File: src/rtl/shot_launcher.sv
// Player fireball launcher: owns NUM_SHOTS slots, launches on fire, moves them right each frame.
// Optional build macro SHOT_AUTOFIRE_EN makes a held fire key re-arm the launch request every clk.
module shot_launcher #(
    parameter int NUM_SHOTS       = 3,
    parameter int X_SPEED         = 240,
    parameter int COOLDOWN_FRAMES = 8,
    parameter int MUZZLE_DX       = 32,
    parameter int MUZZLE_DY       = 16,
    parameter int RIGHT_EDGE      = 640,
    parameter int PARK_X          = 1000
) (
    input  logic                             clk,
    input  logic                             reset,
    input  logic                             startOfFrame,
    input  logic                             pause,
    input  logic                             fire,
    input  logic signed [10:0]               playerTLX,
    input  logic signed [10:0]               playerTLY,
    input  logic [NUM_SHOTS-1:0]             shotDragonCollision,
    output logic [NUM_SHOTS-1:0]             shotActive,
    output logic [NUM_SHOTS-1:0][10:0]       shotTopLeftX,
    output logic [NUM_SHOTS-1:0][10:0]       shotTopLeftY,
    output logic                             launchPulse
);

    localparam int CW = (COOLDOWN_FRAMES > 0) ? $clog2(COOLDOWN_FRAMES + 1) : 1;
    localparam logic signed [31:0] PARK_FX = 32'(PARK_X * 64);
    localparam logic signed [31:0] X_STEP  = 32'(X_SPEED);
    localparam logic signed [10:0] EDGE_X  = 11'(RIGHT_EDGE);

    logic signed [31:0]   pos_x [NUM_SHOTS];
    logic signed [31:0]   pos_y [NUM_SHOTS];
    logic [CW-1:0]        cooldown;
    logic                 firePending;
    logic                 fire_d;
    logic                 frame_go;
    logic                 launch;
    logic                 fire_set;
    logic                 found;
    logic [NUM_SHOTS-1:0] free;
    logic [NUM_SHOTS-1:0] launch_oh;
    logic [NUM_SHOTS-1:0] retire;
    logic signed [11:0]   launch_px;
    logic signed [11:0]   launch_py;
    logic signed [31:0]   launch_fx;
    logic signed [31:0]   launch_fy;

    // Pixel view is bits [16:6] of the x64 fixed point value: an arithmetic shift truncated to 11 bits.
    always_comb begin
        for (int i = 0; i < NUM_SHOTS; i++) begin
            shotTopLeftX[i] = pos_x[i][16:6];
            shotTopLeftY[i] = pos_y[i][16:6];
            retire[i]       = shotActive[i] && ($signed(shotTopLeftX[i]) >= EDGE_X);
        end
    end

    assign frame_go = startOfFrame && !pause;
    assign free     = ~shotActive & ~shotDragonCollision;

    always_comb begin
        launch_oh = '0;
        found     = 1'b0;
        for (int i = 0; i < NUM_SHOTS; i++) begin
            if (free[i] && !found) begin
                launch_oh[i] = 1'b1;
                found        = 1'b1;
            end
        end
    end

    assign launch      = frame_go && firePending && (cooldown == '0) && (|free);
    assign launchPulse = launch && !reset;

`ifdef SHOT_AUTOFIRE_EN
    assign fire_set = fire;
`else
    assign fire_set = fire && !fire_d;
`endif

    assign launch_px = {playerTLX[10], playerTLX} + 12'(MUZZLE_DX);
    assign launch_py = {playerTLY[10], playerTLY} + 12'(MUZZLE_DY);
    assign launch_fx = {{14{launch_px[11]}}, launch_px, 6'b0};
    assign launch_fy = {{14{launch_py[11]}}, launch_py, 6'b0};

    always_ff @(posedge clk) begin
        if (reset) begin
            shotActive  <= '0;
            cooldown    <= '0;
            firePending <= 1'b0;
            fire_d      <= 1'b0;
            for (int i = 0; i < NUM_SHOTS; i++) begin
                pos_x[i] <= PARK_FX;
                pos_y[i] <= PARK_FX;
            end
        end else begin
            fire_d      <= fire;
            // A new edge arriving on the launch clk re-arms the request rather than being lost.
            firePending <= fire_set || (firePending && !launch);
            if (launch)
                cooldown <= CW'(COOLDOWN_FRAMES);
            else if (frame_go && cooldown != '0)
                cooldown <= cooldown - CW'(1);
            for (int i = 0; i < NUM_SHOTS; i++) begin
                if (shotActive[i] && shotDragonCollision[i]) begin
                    shotActive[i] <= 1'b0;
                    pos_x[i]      <= PARK_FX;
                    pos_y[i]      <= PARK_FX;
                end else if (frame_go && shotActive[i]) begin
                    if (retire[i]) begin
                        shotActive[i] <= 1'b0;
                        pos_x[i]      <= PARK_FX;
                        pos_y[i]      <= PARK_FX;
                    end else begin
                        pos_x[i] <= pos_x[i] + X_STEP;
                    end
                end else if (launch && launch_oh[i]) begin
                    shotActive[i] <= 1'b1;
                    pos_x[i]      <= launch_fx;
                    pos_y[i]      <= launch_fy;
                end
            end
        end
    end

endmodule

File: config.mk
export PLATFORM = sky130hd
export DESIGN_NAME = shot_launcher
export DESIGN_NICKNAME = d
export VERILOG_FILES = /design/src/rtl/shot_launcher.sv
export SDC_FILE = /design/constraint.sdc
export NUM_CORES = 1
export LEC_CHECK = 0
export CAP_MARGIN = 20
export CORE_UTILIZATION = 40
export CTS_CLUSTER_DIAMETER = 100
export DETAILED_ROUTE_END_ITERATION = 16
export MAX_ROUTING_LAYER = met4
export PLACE_DENSITY = 0.66
export SYNTH_ARGS = -nofsm -noshare
export SYNTH_HDL_FRONTEND = slang
export SYNTH_SLANG_ARGS = --single-unit
File: constraint.sdc
create_clock -name clk -period 5.99 [get_ports clk]
set_input_delay 0.599 -clock clk [delete_from_list [all_inputs] [get_ports clk]]
set_output_delay 0.599 -clock clk [all_outputs]
set_load 0.05 [all_outputs]
==> report_table.html <==
<table>
<tr><th>Metric</th><th>Value</th></tr>
<tr><th colspan="2">Route</th></tr>
<tr><td>Wire length on met3</td><td>700 microns</td></tr>
<tr><td>Wirelength, routed</td><td>10100 microns</td></tr>
<tr><td>Detailed-routing wirelength on met1</td><td>4720 microns</td></tr>
<tr><td>Pre-antenna DRT Iters</td><td>5</td></tr>
<tr><td>Drt wl/cell</td><td>16.9 microns</td></tr>
<tr><td>Top layer used by detailed routing</td><td>met4</td></tr>
<tr><td>Routed via count</td><td>3162</td></tr>
<tr><td>Number of DRC markers in iteration 0</td><td>215</td></tr>
<tr><td>Vias per std cell</td><td>5.27</td></tr>
<tr><td>Wire length on met2</td><td>4590 microns</td></tr>
<tr><td>DRC violation count after routing</td><td>0</td></tr>
<tr><td>Residual antenna-violating net count after detailed routing</td><td>0</td></tr>
<tr><th colspan="2">Power</th></tr>
<tr><td>Cell area power density</td><td>226 nW/um^2</td></tr>
<tr><td>Peak VDD IR</td><td>99.6 uV</td></tr>
<tr><td>Total Power</td><td>0.00124 W</td></tr>
<tr><td>Static leakage</td><td>1.85 nW</td></tr>
<tr><th colspan="2">Worst setup path</th></tr>
<tr><td>Maximum fanout encountered on the critical timing path</td><td>11</td></tr>
<tr><td>CP Launch Type</td><td>primary input</td></tr>
<tr><td>Crit end category</td><td>output port</td></tr>
<tr><td>Critical path class</td><td>in -&gt; out</td></tr>
<tr><td>Required arrival time at the worst endpoint</td><td>5390 ps</td></tr>
<tr><td>Critical path arrival</td><td>2780 ps</td></tr>
<tr><th colspan="2">Clock tree</th></tr>
<tr><td>Number of buffers added for setup after CTS</td><td>0</td></tr>
<tr><td>Cts hold-fix bufs</td><td>0</td></tr>
<tr><td>Maximum level of the CTS H-tree</td><td>3</td></tr>
<tr><td>Clock slew at the register clock pins of the worst setup and hold paths</td><td>90 ps</td></tr>
<tr><td>Number of sinks driven by the clock tree</td><td>81</td></tr>
<tr><td>CTS tree</td><td>done</td></tr>
<tr><td>Latest clock arrival within the worst-skew pair</td><td>360 ps</td></tr>
<tr><td>Number of buffers inserted during clock tree synthesis</td><td>9</td></tr>
<tr><td>Resized Gates After CTS</td><td>0</td></tr>
<tr><td>CTS Root Buffer Type</td><td>clkbuf_8</td></tr>
<tr><td>Number of buffers on the longest clock path</td><td>2</td></tr>
<tr><th colspan="2">Floorplan</th></tr>
<tr><td>Core region area</td><td>10500 sq um</td></tr>
<tr><td>Die Area</td><td>11400 sq um</td></tr>
<tr><td>Starting utilization of the core area</td><td>41.9%</td></tr>
<tr><td>Total number of placement rows</td><td>37</td></tr>
<tr><td>Die extent in x</td><td>107 microns</td></tr>
<tr><td>Number of top-level design ports</td><td>100</td></tr>
<tr><td>Vertical extent of the die</td><td>107 microns</td></tr>
<tr><th colspan="2">STA</th></tr>
<tr><td>PnR worst setup slack</td><td>2610 ps</td></tr>
<tr><td>Final min period</td><td>3380 ps</td></tr>
<tr><td>Number of endpoints with negative hold slack in the final report</td><td>0</td></tr>
<tr><td>Pin slew with the least headroom to its limit</td><td>1010 ps</td></tr>
<tr><td>Relative max-transition margin</td><td>32.4%</td></tr>
<tr><td>Total negative slack</td><td>0 ps</td></tr>
<tr><td>Post-route fraction of the period consumed by the critical path</td><td>56.4%</td></tr>
<tr><td>Max Clk Rate</td><td>296 MHz</td></tr>
<tr><td>Number of endpoints failing setup at the final stage</td><td>0</td></tr>
<tr><td>RSZ-0062 raised after global routing</td><td>false</td></tr>
<tr><td>Worst-case clock skew</td><td>10.1 ps</td></tr>
<tr><td>Fin. max-slew vios</td><td>0</td></tr>
<tr><th colspan="2">Synthesis</th></tr>
<tr><td>Adder-cell share of the synthesized area</td><td>1.99%</td></tr>
<tr><td>Number of warnings reported in the yosys synthesis log</td><td>0</td></tr>
<tr><td>Synthesized-area fraction occupied by ao, oa, aoi and oai cells</td><td>9.04%</td></tr>
<tr><td>Post-synthesis cell type with the largest combined area</td><td>edfxtp_1</td></tr>
<tr><td>Most area-consuming cells after synthesis</td><td>edfxtp_1 49%, buf_4 5.8%, xor2_1 4.2%</td></tr>
<tr><td>Distinct cell type count of the synthesized netlist</td><td>52</td></tr>
<tr><td>Synth Cell Area</td><td>4400 sq um</td></tr>
<tr><td>Count of state elements after synthesis</td><td>81</td></tr>
<tr><td>Post-synthesis share of cell area spent on and, or, nand and nor gates</td><td>19.2%</td></tr>
<tr><td>Synthesized net count</td><td>425</td></tr>
<tr><td>Sequential cell area fraction in the yosys report</td><td>53.2%</td></tr>
<tr><td>Avg Synthesized Cell Area</td><td>11.3 sq um</td></tr>
<tr><td>Number of synthesized flops with an enable pin</td><td>72</td></tr>
<tr><td>Syn Inst Count</td><td>388</td></tr>
<tr><td>Mux cell area share after synthesis</td><td>0.227%</td></tr>
<tr><td>Async set-or-reset flop fraction in the synthesized netlist</td><td>0%</td></tr>
<tr><td>Combinational family with the most area after synthesis</td><td>simple AND/OR/NAND/NOR gates</td></tr>
<tr><td>Synth top area share</td><td>49.1%</td></tr>
<tr><td>Synth Area in XOR/XNOR</td><td>8.16%</td></tr>
<tr><td>Primary FF master, synth</td><td>edfxtp_1</td></tr>
<tr><th colspan="2">Cells and area</th></tr>
<tr><td>Proportion of layout cells with a drive suffix above 1</td><td>7.11%</td></tr>
<tr><td>Layout net count</td><td>496</td></tr>
<tr><td>Core Util, Final</td><td>52.4%</td></tr>
<tr><td>Syn-to-layout area delta</td><td>25.1%</td></tr>
<tr><td>Count of placed standard cells in the final layout, fillers left out</td><td>600</td></tr>
<tr><td>Antenna fix cells</td><td>0</td></tr>
<tr><th colspan="2">Min path</th></tr>
<tr><td>Worst hold path type</td><td>reg -&gt; reg</td></tr>
<tr><th colspan="2">Run</th></tr>
<tr><td>Max capacitance violation total</td><td>0</td></tr>
<tr><th colspan="2">Global routing</th></tr>
<tr><td>Gr ovfl total</td><td>0</td></tr>
<tr><td>Global-route wire length before repair</td><td>16000 microns</td></tr>
<tr><td>All-Layer GR Usage</td><td>19.1%</td></tr>
<tr><td>Maximum number of pins on one net before global-route repair</td><td>20</td></tr>
<tr><td>Antenna violations before repair</td><td>0</td></tr>
<tr><td>Number of global-route vias before repair</td><td>3039</td></tr>
<tr><th colspan="2">Placement</th></tr>
<tr><td>Total placed cells including tap cells</td><td>581</td></tr>
<tr><td>Worst setup slack before clock tree synthesis</td><td>2580 ps</td></tr>
<tr><td>I/O Buffers</td><td>99</td></tr>
<tr><td>Final HPWL from detailed placement</td><td>7480 microns</td></tr>
<tr><td>Routability Congestion</td><td>0.859</td></tr>
<tr><th colspan="2">Status</th></tr>
<tr><td>Result of the run</td><td>finished, final reports clean</td></tr>
</table>
[report_power, final]
part,total (W),internal [W],leakage [nW],switching [W]
clock,0.000424,0.000201,0.100,0.000222
combinational,0.000178,0.0000682,1.05,0.000109
sequential,0.000643,0.000630,0.694,0.0000133
total,0.00124,0.000899,1.85,0.000345
[per-stage QoR]
stage | hold WS [ps] | area [sq um]
floorplan | 436 | 4400
global placement | 443 | 5260
detailed placement | 454 | 5270
CTS | 477 | 5470
global route | 499 | 5510
finish | 472 | 5510
[kinds of logic after synthesis]
| group | Yosys count |
|---|---|
| XOR/XNOR | 41 |
| multiplexers | 1 |
| AND/OR/NAND/NOR | 151 |
| adder cells (fa/ha/maj) | 7 |
| AO/OA/AOI/OAI | 51 |
| flip-flops | 81 |
| buffers and inverters | 56 |
[worst max-delay path, cell delays in order]
cell	delay, ps
clkdlybuf4s50_1	470
and2b_1	250
nand3_2	310
nor3_1	290
clkdlybuf4s50_1	860
[synth_stat cells (4+ instances only)]
| cell | n |
|---|---|
| a22oi_1 | 12 |
| nand2_1 | 26 |
| a22o_1 | 12 |
| o21bai_1 | 4 |
| and2_1 | 11 |
| nor3b_1 | 6 |
| xnor2_1 | 20 |
| a2bb2oi_1 | 6 |
| ha_1 | 7 |
| buf_4 | 34 |
| nor2b_1 | 5 |
| nor4_1 | 9 |
| inv_1 | 12 |
| nor2_1 | 30 |
| nor3_1 | 12 |
| nand2b_1 | 11 |
| edfxtp_1 | 72 |
| nand3_1 | 16 |
| and3_1 | 4 |
| dfxtp_1 | 9 |
| clkbuf_1 | 5 |
| xor2_1 | 21 |
[flip-flops by register name, summed over array words and instances (netlist names)]
| name | count |
|---|---|
| shotActive | 3 |
| firePending | 1 |
| pos_x | 39 |
| pos_y | 33 |
| cooldown | 4 |
| fire_d | 1 |
[area by class of cell]
| class | instances | area [sq um] |
|---|---|---|
| clock buffers | 9 | 124 |
| clock inverters | 7 | 85.1 |
| fillers | 936 | 5000 |
| inverters | 12 | 45.0 |
| multi-input cells | 251 | 1700 |
| flip-flops and latches | 81 | 2340 |
| well taps | 136 | 170 |
| repair buffers | 104 | 1040 |
[worst paths after layout]
path | start | endpoint | slack [ps] | cells after the start
setup / recovery | startOfFrame | launchPulse | 2610 | 5
hold / removal | fire_d | firePending | 470 | 2
setup reg to reg | cooldown[0] | pos_x[1][13] | 3340 | 6
hold reg to reg | fire_d | firePending | 470 | 2
[routing by layer]
metal,vias up,track usage (%)
li1,1519,-
met5,-,-
met3,17,3.59
met2,130,29.9
met1,1496,25.0
met4,0,6.26
[cells in the final DEF, fill, tap and decap left out, types with 2 or more instances in the layout]
| master | instances |
|---|---|
| edfxtp_1 | 72 |
| nand2b_1 | 11 |
| clkinvlp_4 | 2 |
| a22oi_1 | 12 |
| inv_1 | 12 |
| a22o_1 | 12 |
| nor3_1 | 12 |
| buf_4 | 3 |
| and2_1 | 11 |
| or3_1 | 3 |
| xnor2_1 | 20 |
| and3_1 | 4 |
| clkdlybuf4s50_1 | 99 |
| clkbuf_8 | 10 |
| dfxtp_1 | 9 |
| inv_6 | 2 |
| nor3b_1 | 6 |
| nand3_1 | 16 |
| a21oi_1 | 3 |
| xor2_1 | 21 |
| nor3_4 | 2 |
| o22ai_1 | 2 |
| a21o_1 | 3 |
| ha_1 | 7 |
| o21bai_1 | 4 |
| nor2_1 | 30 |
| inv_8 | 2 |
| o21ai_1 | 2 |
| nand4_1 | 3 |
| nor2b_1 | 5 |
| nor4_1 | 9 |
| nand2_1 | 26 |
| a2bb2oi_1 | 6 |
Note: power is estimated with default switching activity, not from simulation.
